### src/rtl/vga_pkg.sv
// Shared VGA constants, colour types and the sprite palette.
// Imported by the sprite renderer and its axis movers.
package vga_pkg;

  localparam int H_ACTIVE_DEF = 640;
  localparam int V_ACTIVE_DEF = 480;
  localparam int CW = 2;

  typedef logic [3*CW-1:0] rgb_t;

  localparam rgb_t PAL_WHITE = 6'b11_11_11;
  localparam rgb_t PAL_RED   = 6'b11_00_00;
  localparam rgb_t PAL_GREEN = 6'b00_11_00;
  localparam rgb_t PAL_BLUE  = 6'b00_00_11;

  localparam logic [CW-1:0] BG_SHADE = 2'b01;

  function automatic rgb_t palette(input logic [1:0] idx);
    rgb_t c;
    unique case (idx)
      2'd0: c = PAL_WHITE;
      2'd1: c = PAL_RED;
      2'd2: c = PAL_GREEN;
      2'd3: c = PAL_BLUE;
    endcase
    return c;
  endfunction

endpackage

### src/rtl/sprite_bounce_renderer_if.sv
// Timing-in / pixel-out bundle between hvsync_generator side
// and the sprite renderer.
interface sprite_bounce_renderer_if
  import vga_pkg::*;
();

  logic [9:0]    hpos;
  logic [9:0]    vpos;
  logic          display_on;
  logic          hsync_in;
  logic          vsync_in;
  logic [2:0]    speed;
  logic          pause;
  logic [CW-1:0] R;
  logic [CW-1:0] G;
  logic [CW-1:0] B;
  logic          hsync_out;
  logic          vsync_out;
  logic          hit;
  logic          corner;

  modport master (
    output hpos, vpos, display_on,
    output hsync_in, vsync_in,
    output speed, pause,
    input  R, G, B,
    input  hsync_out, vsync_out,
    input  hit, corner
  );

  modport slave (
    input  hpos, vpos, display_on,
    input  hsync_in, vsync_in,
    input  speed, pause,
    output R, G, B,
    output hsync_out, vsync_out,
    output hit, corner
  );

endinterface

### src/rtl/sprite_bounce_renderer_axis.sv
// One axis of sprite motion: steps once per frame update and
// reflects off 0 and LIMIT, pulsing bounce for one cycle.
module sprite_axis_mover
  import vga_pkg::*;
#(
  parameter int LIMIT = H_ACTIVE_DEF - 32,
  parameter int INIT  = 0
) (
  input  logic       clk,
  input  logic       reset,
  input  logic       update,
  input  logic [2:0] speed,
  input  logic       pause,
  output logic [9:0] pos,
  output logic       dir,
  output logic       bounce
);

  localparam logic [10:0] MAX = 11'(LIMIT);

  logic [10:0] w_pos;
  logic [10:0] w_spd;
  logic [10:0] w_sum;
  logic        w_step;

  assign w_pos  = {1'b0, pos};
  assign w_spd  = {8'b0, speed};
  assign w_sum  = w_pos + w_spd;
  assign w_step = update && !pause && (speed != 3'd0);

  // dir: 0 = increasing, 1 = decreasing
  always_ff @(posedge clk) begin
    if (reset) begin
      pos    <= 10'(INIT);
      dir    <= 1'b0;
      bounce <= 1'b0;
    end else begin
      bounce <= 1'b0;
      if (w_step) begin
        if (!dir) begin
          if (w_sum >= MAX) begin
            pos    <= MAX[9:0];
            dir    <= 1'b1;
            bounce <= 1'b1;
          end else begin
            pos <= w_sum[9:0];
          end
        end else begin
          if (w_pos <= w_spd) begin
            pos    <= '0;
            dir    <= 1'b0;
            bounce <= 1'b1;
          end else begin
            pos <= pos - {7'b0, speed};
          end
        end
      end
    end
  end

endmodule

### src/rtl/sprite_bounce_renderer.sv
// Bouncing solid sprite over a dim checkerboard; one-cycle
// registered RGB with syncs delayed to stay aligned.
module sprite_bounce_renderer
  import vga_pkg::*;
#(
  parameter int H_ACTIVE = H_ACTIVE_DEF,
  parameter int V_ACTIVE = V_ACTIVE_DEF,
  parameter int SPR_W    = 32,
  parameter int SPR_H    = 32,
  parameter int X_INIT   = 0,
  parameter int Y_INIT   = 0
) (
  input logic               clk,
  input logic               reset,
  sprite_bounce_renderer_if.slave bus
);

  logic        w_update;
  logic [9:0]  w_x;
  logic [9:0]  w_y;
  logic        w_bx;
  logic        w_by;
  logic        w_dirx_unused;
  logic        w_diry_unused;
  logic [10:0] w_h;
  logic [10:0] w_v;
  logic [10:0] w_x11;
  logic [10:0] w_y11;
  logic        w_inside;
  rgb_t        w_rgb;
  rgb_t        r_rgb;
  logic        r_hs;
  logic        r_vs;
  logic [1:0]  r_idx;

  // first blanking line, left edge: once per frame
  assign w_update = (bus.hpos == 10'd0)
                 && (bus.vpos == 10'(V_ACTIVE));

  sprite_axis_mover #(
    .LIMIT(H_ACTIVE - SPR_W),
    .INIT (X_INIT)
  ) u_x (
    .clk   (clk),
    .reset (reset),
    .update(w_update),
    .speed (bus.speed),
    .pause (bus.pause),
    .pos   (w_x),
    .dir   (w_dirx_unused),
    .bounce(w_bx)
  );

  sprite_axis_mover #(
    .LIMIT(V_ACTIVE - SPR_H),
    .INIT (Y_INIT)
  ) u_y (
    .clk   (clk),
    .reset (reset),
    .update(w_update),
    .speed (bus.speed),
    .pause (bus.pause),
    .pos   (w_y),
    .dir   (w_diry_unused),
    .bounce(w_by)
  );

  assign w_h   = {1'b0, bus.hpos};
  assign w_v   = {1'b0, bus.vpos};
  assign w_x11 = {1'b0, w_x};
  assign w_y11 = {1'b0, w_y};

  assign w_inside = (w_h >= w_x11)
                 && (w_h < w_x11 + 11'(SPR_W))
                 && (w_v >= w_y11)
                 && (w_v < w_y11 + 11'(SPR_H));

  always_comb begin
    w_rgb = '0;
    if (!bus.display_on) begin
      w_rgb = '0;
    end else if (w_inside) begin
      w_rgb = palette(r_idx);
    end else if (bus.hpos[5] ^ bus.vpos[5]) begin
      w_rgb = {3{BG_SHADE}};
    end
  end

  always_ff @(posedge clk) begin
    if (reset) begin
      r_rgb <= '0;
      r_hs  <= 1'b0;
      r_vs  <= 1'b0;
      r_idx <= '0;
    end else begin
      r_rgb <= w_rgb;
      r_hs  <= bus.hsync_in;
      r_vs  <= bus.vsync_in;
      if (w_bx || w_by) begin
        r_idx <= r_idx + 2'd1;
      end
    end
  end

  assign bus.R         = r_rgb[5:4];
  assign bus.G         = r_rgb[3:2];
  assign bus.B         = r_rgb[1:0];
  assign bus.hsync_out = r_hs;
  assign bus.vsync_out = r_vs;
  assign bus.hit       = w_bx | w_by;
  assign bus.corner    = w_bx & w_by;

endmodule

### src/flat_wrapper.sv
// flat-port wrapper written by rule: the top's interface ports become plain ports
module sprite_bounce_renderer_flat import vga_pkg::*;
#(
  parameter int H_ACTIVE = H_ACTIVE_DEF,
  parameter int V_ACTIVE = V_ACTIVE_DEF,
  parameter int SPR_W    = 32,
  parameter int SPR_H    = 32,
  parameter int X_INIT   = 0,
  parameter int Y_INIT   = 0
)
  (clk, reset, bus_hpos, bus_vpos, bus_display_on, bus_hsync_in, bus_vsync_in, bus_speed, bus_pause, bus_R, bus_G, bus_B, bus_hsync_out, bus_vsync_out, bus_hit, bus_corner);
  sprite_bounce_renderer_if bus_i ();
  input logic clk;
  input logic reset;
  input wire logic [$bits(bus_i.hpos)-1:0] bus_hpos;
  input wire logic [$bits(bus_i.vpos)-1:0] bus_vpos;
  input wire logic [$bits(bus_i.display_on)-1:0] bus_display_on;
  input wire logic [$bits(bus_i.hsync_in)-1:0] bus_hsync_in;
  input wire logic [$bits(bus_i.vsync_in)-1:0] bus_vsync_in;
  input wire logic [$bits(bus_i.speed)-1:0] bus_speed;
  input wire logic [$bits(bus_i.pause)-1:0] bus_pause;
  output wire logic [$bits(bus_i.R)-1:0] bus_R;
  output wire logic [$bits(bus_i.G)-1:0] bus_G;
  output wire logic [$bits(bus_i.B)-1:0] bus_B;
  output wire logic [$bits(bus_i.hsync_out)-1:0] bus_hsync_out;
  output wire logic [$bits(bus_i.vsync_out)-1:0] bus_vsync_out;
  output wire logic [$bits(bus_i.hit)-1:0] bus_hit;
  output wire logic [$bits(bus_i.corner)-1:0] bus_corner;
  assign bus_i.hpos = bus_hpos;
  assign bus_i.vpos = bus_vpos;
  assign bus_i.display_on = bus_display_on;
  assign bus_i.hsync_in = bus_hsync_in;
  assign bus_i.vsync_in = bus_vsync_in;
  assign bus_i.speed = bus_speed;
  assign bus_i.pause = bus_pause;
  assign bus_R = bus_i.R;
  assign bus_G = bus_i.G;
  assign bus_B = bus_i.B;
  assign bus_hsync_out = bus_i.hsync_out;
  assign bus_vsync_out = bus_i.vsync_out;
  assign bus_hit = bus_i.hit;
  assign bus_corner = bus_i.corner;
  sprite_bounce_renderer #(.H_ACTIVE(H_ACTIVE), .V_ACTIVE(V_ACTIVE), .SPR_W(SPR_W), .SPR_H(SPR_H), .X_INIT(X_INIT), .Y_INIT(Y_INIT)) u_core (.clk(clk), .reset(reset), .bus(bus_i));
endmodule
### config.mk
export PLATFORM = sky130hd
export DESIGN_NAME = sprite_bounce_renderer_flat
export DESIGN_NICKNAME = d
export VERILOG_FILES = /design/src/rtl/vga_pkg.sv /design/src/rtl/sprite_bounce_renderer_if.sv /design/src/rtl/sprite_bounce_renderer_axis.sv /design/src/rtl/sprite_bounce_renderer.sv /design/src/flat_wrapper.sv
export SDC_FILE = /design/constraint.sdc
export NUM_CORES = 1
export LEC_CHECK = 0
export CELL_PAD_IN_SITES_DETAIL_PLACEMENT = 1
export CELL_PAD_IN_SITES_GLOBAL_PLACEMENT = 1
export CORE_ASPECT_RATIO = 0.8
export CORE_MARGIN = 8
export CORE_UTILIZATION = 48
export DETAILED_ROUTE_END_ITERATION = 12
export DONT_BUFFER_PORTS = 1
export GPL_ROUTABILITY_DRIVEN = 0
export PLACE_DENSITY = 0.85
export SLEW_MARGIN = 15
export SYNTH_ARGS = -nofsm -noshare
export SYNTH_HDL_FRONTEND = slang
export SYNTH_HIERARCHICAL = 1
export SYNTH_SLANG_ARGS = --single-unit
### constraint.sdc
create_clock -name clk -period 4.25 [get_ports clk]
set_clock_uncertainty 0.15 [all_clocks]
set_input_delay 1.275 -clock clk [delete_from_list [all_inputs] [get_ports clk]]
set_output_delay 1.275 -clock clk [all_outputs]
set_load 0.05 [all_outputs]
; ---- Word-level counts from Yosys, hierarchy flattened
; Cells that the tools add are included.
[totals]
ff_bits = 34
latch_bits = 0
ramBits = 0
mem_bits_ro = 0
in_bits = 29
out_inout_bits = 10
mem_count = 0
[classes]
addsub = 7
mul = 0
n_div = 0
n_lt_le_gt_ge = 8
eq_ne = 4
shift = 0
n_mux = 19
bitwise = 5
n_reduce_logical = 13
[ops]
columns = operator, n
row1 = $mux 10, 6
row2 = $pmux 6 s4, 1
row3 = $add 10x3->11, 2
row4 = $add 10x6->11 const B, 2
row5 = $lt 10x11->1, 2
row6 = $ge 10x10->1, 2
row7 = $le 10x3->1, 2
row8 = $sub 10x3->10, 2
row9 = $ge 11x10->1 const B, 1
row10 = $ge 11x9->1 const B, 1
row11 = $eq 10x9->1 const B, 1
row12 = $logic_not 10->1, 1
row13 = $mux 1, 10
row14 = $logic_and 1x1->1, 6
row15 = $mux 6, 1
row16 = $mux 5, 1
row17 = $eq 2x2->1 const B, 2
row18 = $reduce_or 2->1, 2
row19 = $reduce_bool 3->1, 1
row20 = $add 2x1->2 const B, 1
row21 = $eq 2x1->1 const B, 1
row22 = $logic_not 2->1, 1
row23 = $not 1->1, 2
row24 = $and 1x1->1, 1
row25 = other kinds (4), 4

; ---- Longest topological paths before layout
[logic_depth]
ltp_word = 6
ltp_mapped = 12
depth_no_buf = 11

; ---- Hierarchy
; Netlist, hierarchy kept.
[modules_own_cells]
columns = module, instances, cells_each, area_per_inst_um2
row1 = sprite_bounce_renderer, 1, 160, 1321.3
row2 = sprite_axis_mover (u_core.u_x), 1, 155, 1192.4
row3 = sprite_axis_mover (u_core.u_y), 1, 147, 1103.6

; ---- Worst setup path before layout
; No wires, ideal clock.
[synth_timing]
kind = input to register
startpoint = in bus_speed[0]
endpoint = reg u_core.u_x.pos[5]
setup_ps = 116
arrival_ps = 3467
required_ps = 3984
slack_ps = 516
cell_stages = 9
path_buffers = 0
cell_sequence = ha_1 -> fa_1 -> nor2b_1 -> or3_1 -> a211o_1 -> a211o_1 -> o21ai_1 -> o21ai_0 -> a31o_2
[synth_between]
elab_chain_len = 4
elab_cells_between_ends = 9
classes_between = add/sub: 2 / order compare: 2 / mux: 3 / reduce/logical: 2
[synth_lines]
columns = element, line_no
row1 = start: declaration, flat_wrapper.sv:20  ; input wire logic [$bits(bus_i.speed)-1:0] bus_speed;
row2 = $add 10x3->11, sprite_bounce_renderer_axis.sv:28  ; assign w_sum = w_pos + w_spd;
row3 = $ge 11x10->1, sprite_bounce_renderer_axis.sv:41  ; if (w_sum >= MAX) begin
row4 = $mux 10, sprite_bounce_renderer_axis.sv:41
row5 = $mux 10, sprite_bounce_renderer_axis.sv:40  ; if (!dir) begin
row6 = end signal: assignment, sprite_bounce_renderer_axis.sv:34  ; pos <= 10'(INIT);
row7 = end signal: assignment, sprite_bounce_renderer_axis.sv:42  ; pos <= MAX[9:0];
row8 = end signal: assignment, sprite_bounce_renderer_axis.sv:46  ; pos <= w_sum[9:0];
row9 = end: declaration, sprite_bounce_renderer_axis.sv:14  ; output logic [9:0] pos,
; Parallel ways exist; a longest one is shown, timed or not.
; A chain may end at the register's enable or synchronous reset.

; ---- Worst setup path after layout
[layout_timing]
startpoint = in bus_speed[0]
endpoint = reg u_core.u_x.pos[7]
; The elaborated chain is that of the path after synthesis.

==> results_dict.tcl <==
set metrics [dict create \
    slowest_delay_ps 490 \
    ioPinCount 39 \
    endpoint_kind "flip-flop" \
    synth_compound_area_frac 0.2719 \
    place.detailed.hpwl_um 8738 \
    initial_core_util 0.4917 \
    clk_path_buf_depth 2 \
    yosysSeqAreaShare 0.1882 \
    finalNonFillerCells 541 \
    max_cap_viol_count 0 \
    die_x_um 113.1 \
    yosysWarnings 6 \
    worst_hold_slack_ps 334.1 \
    synth.cell_area_um2 3617 \
    pre_cts_slack_ps 266.2 \
    rrSetupSlack_ps 1100 \
    synthTopCellsByArea "dfxtp_1 (19%), ha_1 (16%), inv_1 (4.7%)" \
    drive_gt1_frac 0.06430 \
    nets 530 \
    fin_area_um2 3767 \
    clk_latency_ps 300 \
    synth-edff-count 0 \
    crit_arrival_ps 3820 \
    p_leak_uw 0.001452 \
    muxShareOfSynthArea 0.005880 \
    fin_ws_ps 509.4 \
    cp_slowest_cell "o21ai_0" \
    cts_setup_buffers 0 \
    outcome "finished, final reports clean" \
    power_density_nw_per_um2 203.3 \
    hold_path.class "flip-flop to flip-flop" \
    syn_nets 542 \
    drc 0 \
    ys_types 72 \
    post_drt_wl_per_cell_um 21.20 \
    hold_depth 2 \
    vdd_drop_max_uv 98.01 \
    start_kind "primary input" \
    relSlewSlack 0.5245 \
    grt_first_pass_wirelength_um 18940 \
    worst_ep_required_time_ps 4330 \
    synth_fa_ha_area_frac 0.1847 \
    worstHoldStart "u_core/r_idx[1]$_SDFFE_PP0P_" \
    diodes 0 \
    grtUsageTotal 0.2197 \
    cts.sinks 34 \
    port_buffers 0 \
    antenna_found_initial 0 \
    setup_viol 0 \
    fin_crit_ps 3741 \
    dr.pass1.iters 5 \
    worstPathCellList "ha_1 -> fa_1 -> nor2b_1 -> o21ai_0 -> o32ai_1 -> a211o_1 -> a211oi_4 -> a221oi_1 -> nor2_1" \
    synth_top_family_by_area "compound AO/OA/AOI/OAI gates" \
    die_h_um 93.65 \
    finalHoldViolCount 0 \
    netlist.area_leader.share 0.1882 \
    rsz0062_at_grt "false" \
    grt-ovfl-total 0 \
    clk_pin_slew_worst_paths_ps 80 \
    n_fill_cell 916 \
    dpl_cell_area_um2 3654 \
    synthArstFlopShare 0 \
    area_delta_synth_final_pct 4.151 \
    core_um2 7357 \
    synthSimpleGateAreaFrac 0.2342 \
    slew_viol_final 0 \
    min_period_over_period 0.8802 \
    cts_buffers 5 \
    h-tree-depth 2 \
    via_per_inst 6.667 \
    ant_nets 0 \
    tightest_slew_ps 704.2 \
    vias 3607 \
    grt_pass1_vias 3672 \
    synth-main-ff-cell "dfxtp_1" \
    syn_inst 462 \
    drt-initial-drc-count 231 \
    place_inst 533 \
    synth-xor-area-share 0.04116 \
    critPathKind "primary input to flip-flop" \
    synth.ff_latch_count 34 \
    rows 28 \
    rr_worst_depth 9 \
    cts-root-buf "clkbuf_8" \
    synth_largest_area_cell "dfxtp_1" \
    drt_wl_total_um 11470 \
    max_freq_mhz 267.3 \
    syn_avg_cell_area_um2 7.829 \
    tritoncts "built" \
    fin_tns_setup_ps 0 \
    r2r_start "u_core/u_x/pos[0]$_SDFFE_PP0P_" \
    postCtsHoldBufs 0 \
    cp_max_fo 8 \
    die_area_um2 10590 \
    grt_max_degree 27 \
    ctsResizeCount 0 \
    holdPathEnd "u_core/r_idx[1]$_SDFFE_PP0P_" \
    worst_r2r_endpoint "u_core/u_x/pos[7]$_SDFFE_PP0P_" \
]
[critical path, delay by kind of cell]
kind | cells | cell delay, ps
AOI/OAI and AO/OA | 5 | 1580
adders and majority gates | 2 | 650
and+or+nand+nor | 2 | 300
[registers in the layout, summed over array words and instances, names as in the netlist, 2 cells and up]
register        count
u_core/u_x/pos     10
u_core/u_y/pos     10
u_core/r_rgb        6
u_core/r_idx        2
[power breakdown]
part | switching (uW) | total, uW | internal, uW
combinational | 59.9 | 105 | 45.0
sequential | 17.6 | 341 | 323
clock | 145 | 320 | 175
total | 223 | 766 | 543
[how the worst max path moves through the flow]
stage / end / slack, ps / startpoint / depth (start not counted)
final: u_core/u_x/pos[7]$_SDFFE_PP0P_ / 510 / bus_speed[0] / 9
after global routing: u_core/u_x/pos[0]$_SDFFE_PP0P_ / 340 / bus_speed[0] / 9
after CTS: u_core/u_x/pos[7]$_SDFFE_PP0P_ / 580 / bus_speed[0] / 9
after detailed placement: u_core/u_x/pos[5]$_SDFFE_PP0P_ / 270 / bus_speed[0] / 9
after global placement: u_core/u_x/pos[1]$_SDFFE_PP0P_ / 370 / bus_speed[0] / 9
after floorplan: u_core/u_x/pos[5]$_SDFFE_PP0P_ / 520 / bus_speed[0] / 9
[layout make-up]
| cell class | count | area, um2 | share of cell area |
|---|---|---|---|
| clock inverter | 3 | 45.04 | 0.01196 |
| clock buffer | 5 | 68.82 | 0.01827 |
| timing repair buffer | 2 | 15.01 | 0.003985 |
| tap | 90 | 112.6 | 0.02989 |
| multi-input combinational | 362 | 2676 | 0.7104 |
| sequential | 34 | 680.7 | 0.1807 |
| inverter | 45 | 168.9 | 0.04484 |
[kinds of logic (layout without fill, tap and decap cells)]
family          count (synthesis)  in the layout
compound gates                140            140
xor+xnor                       17             17
fa+ha+maj                      51             51
buf+inv                        66             55
flops                          34             34
mux                             2              2
simple gates                  152            152
[per-stage QoR]
step,utilization,total power (uW)
6_report,0.5121,765.7
3_5_place_dp,0.4966,449.5
3_3_place_gp,0.4966,442.8
5_1_grt,0.5121,796.1
2_1_floorplan,-,429.6
4_1_cts,0.5121,769.9
[routing by layer]
metal / track usage / vias to the layer above / part of all wire
met5: 0 / - / 0
met3: 0.03542 / 36 / 0.072
met1: 0.2877 / 1735 / 0.45
li1: - / 1682 / -
met2: 0.3541 / 154 / 0.45
met4: 0.08739 / 0 / 0.030
[cell usage in the layout, fill, tap and decap left out, drive strengths merged, types with 5 or more instances in the layout]
master	instances
ha	47
a31oi	8
nand2b	7
inv	45
nor3b	8
a21oi	32
xnor2	12
nor3	9
nand3	18
clkbuf	5
a211oi	14
nor2	31
dfxtp	34
nor2b	7
o21ai	25
a21o	13
xor2	5
a211o	5
o311ai	6
and3	10
nand2	27
nor4	10
[synth_stat cells (4+ instances only)]
master and instances:
a211o_1 5, nor2b_1 6, a21o_1 13, nor4_1 9, nand2_1 27, nor2_1 31
o21ai_0 22, a21oi_1 31, a211oi_1 11, a221oi_1 4, nor3b_1 6, or3_1 4
nand3_1 18, a31oi_1 8, nor3_1 9, xor2_1 5, nand2b_1 7, and3_1 9
o22ai_1 4, nand4_1 4, xnor2_1 12, buf_2 4, clkbuf_1 14, inv_1 45
fa_1 4, dfxtp_1 34, ha_1 47
(Power assumes the default switching activity.)
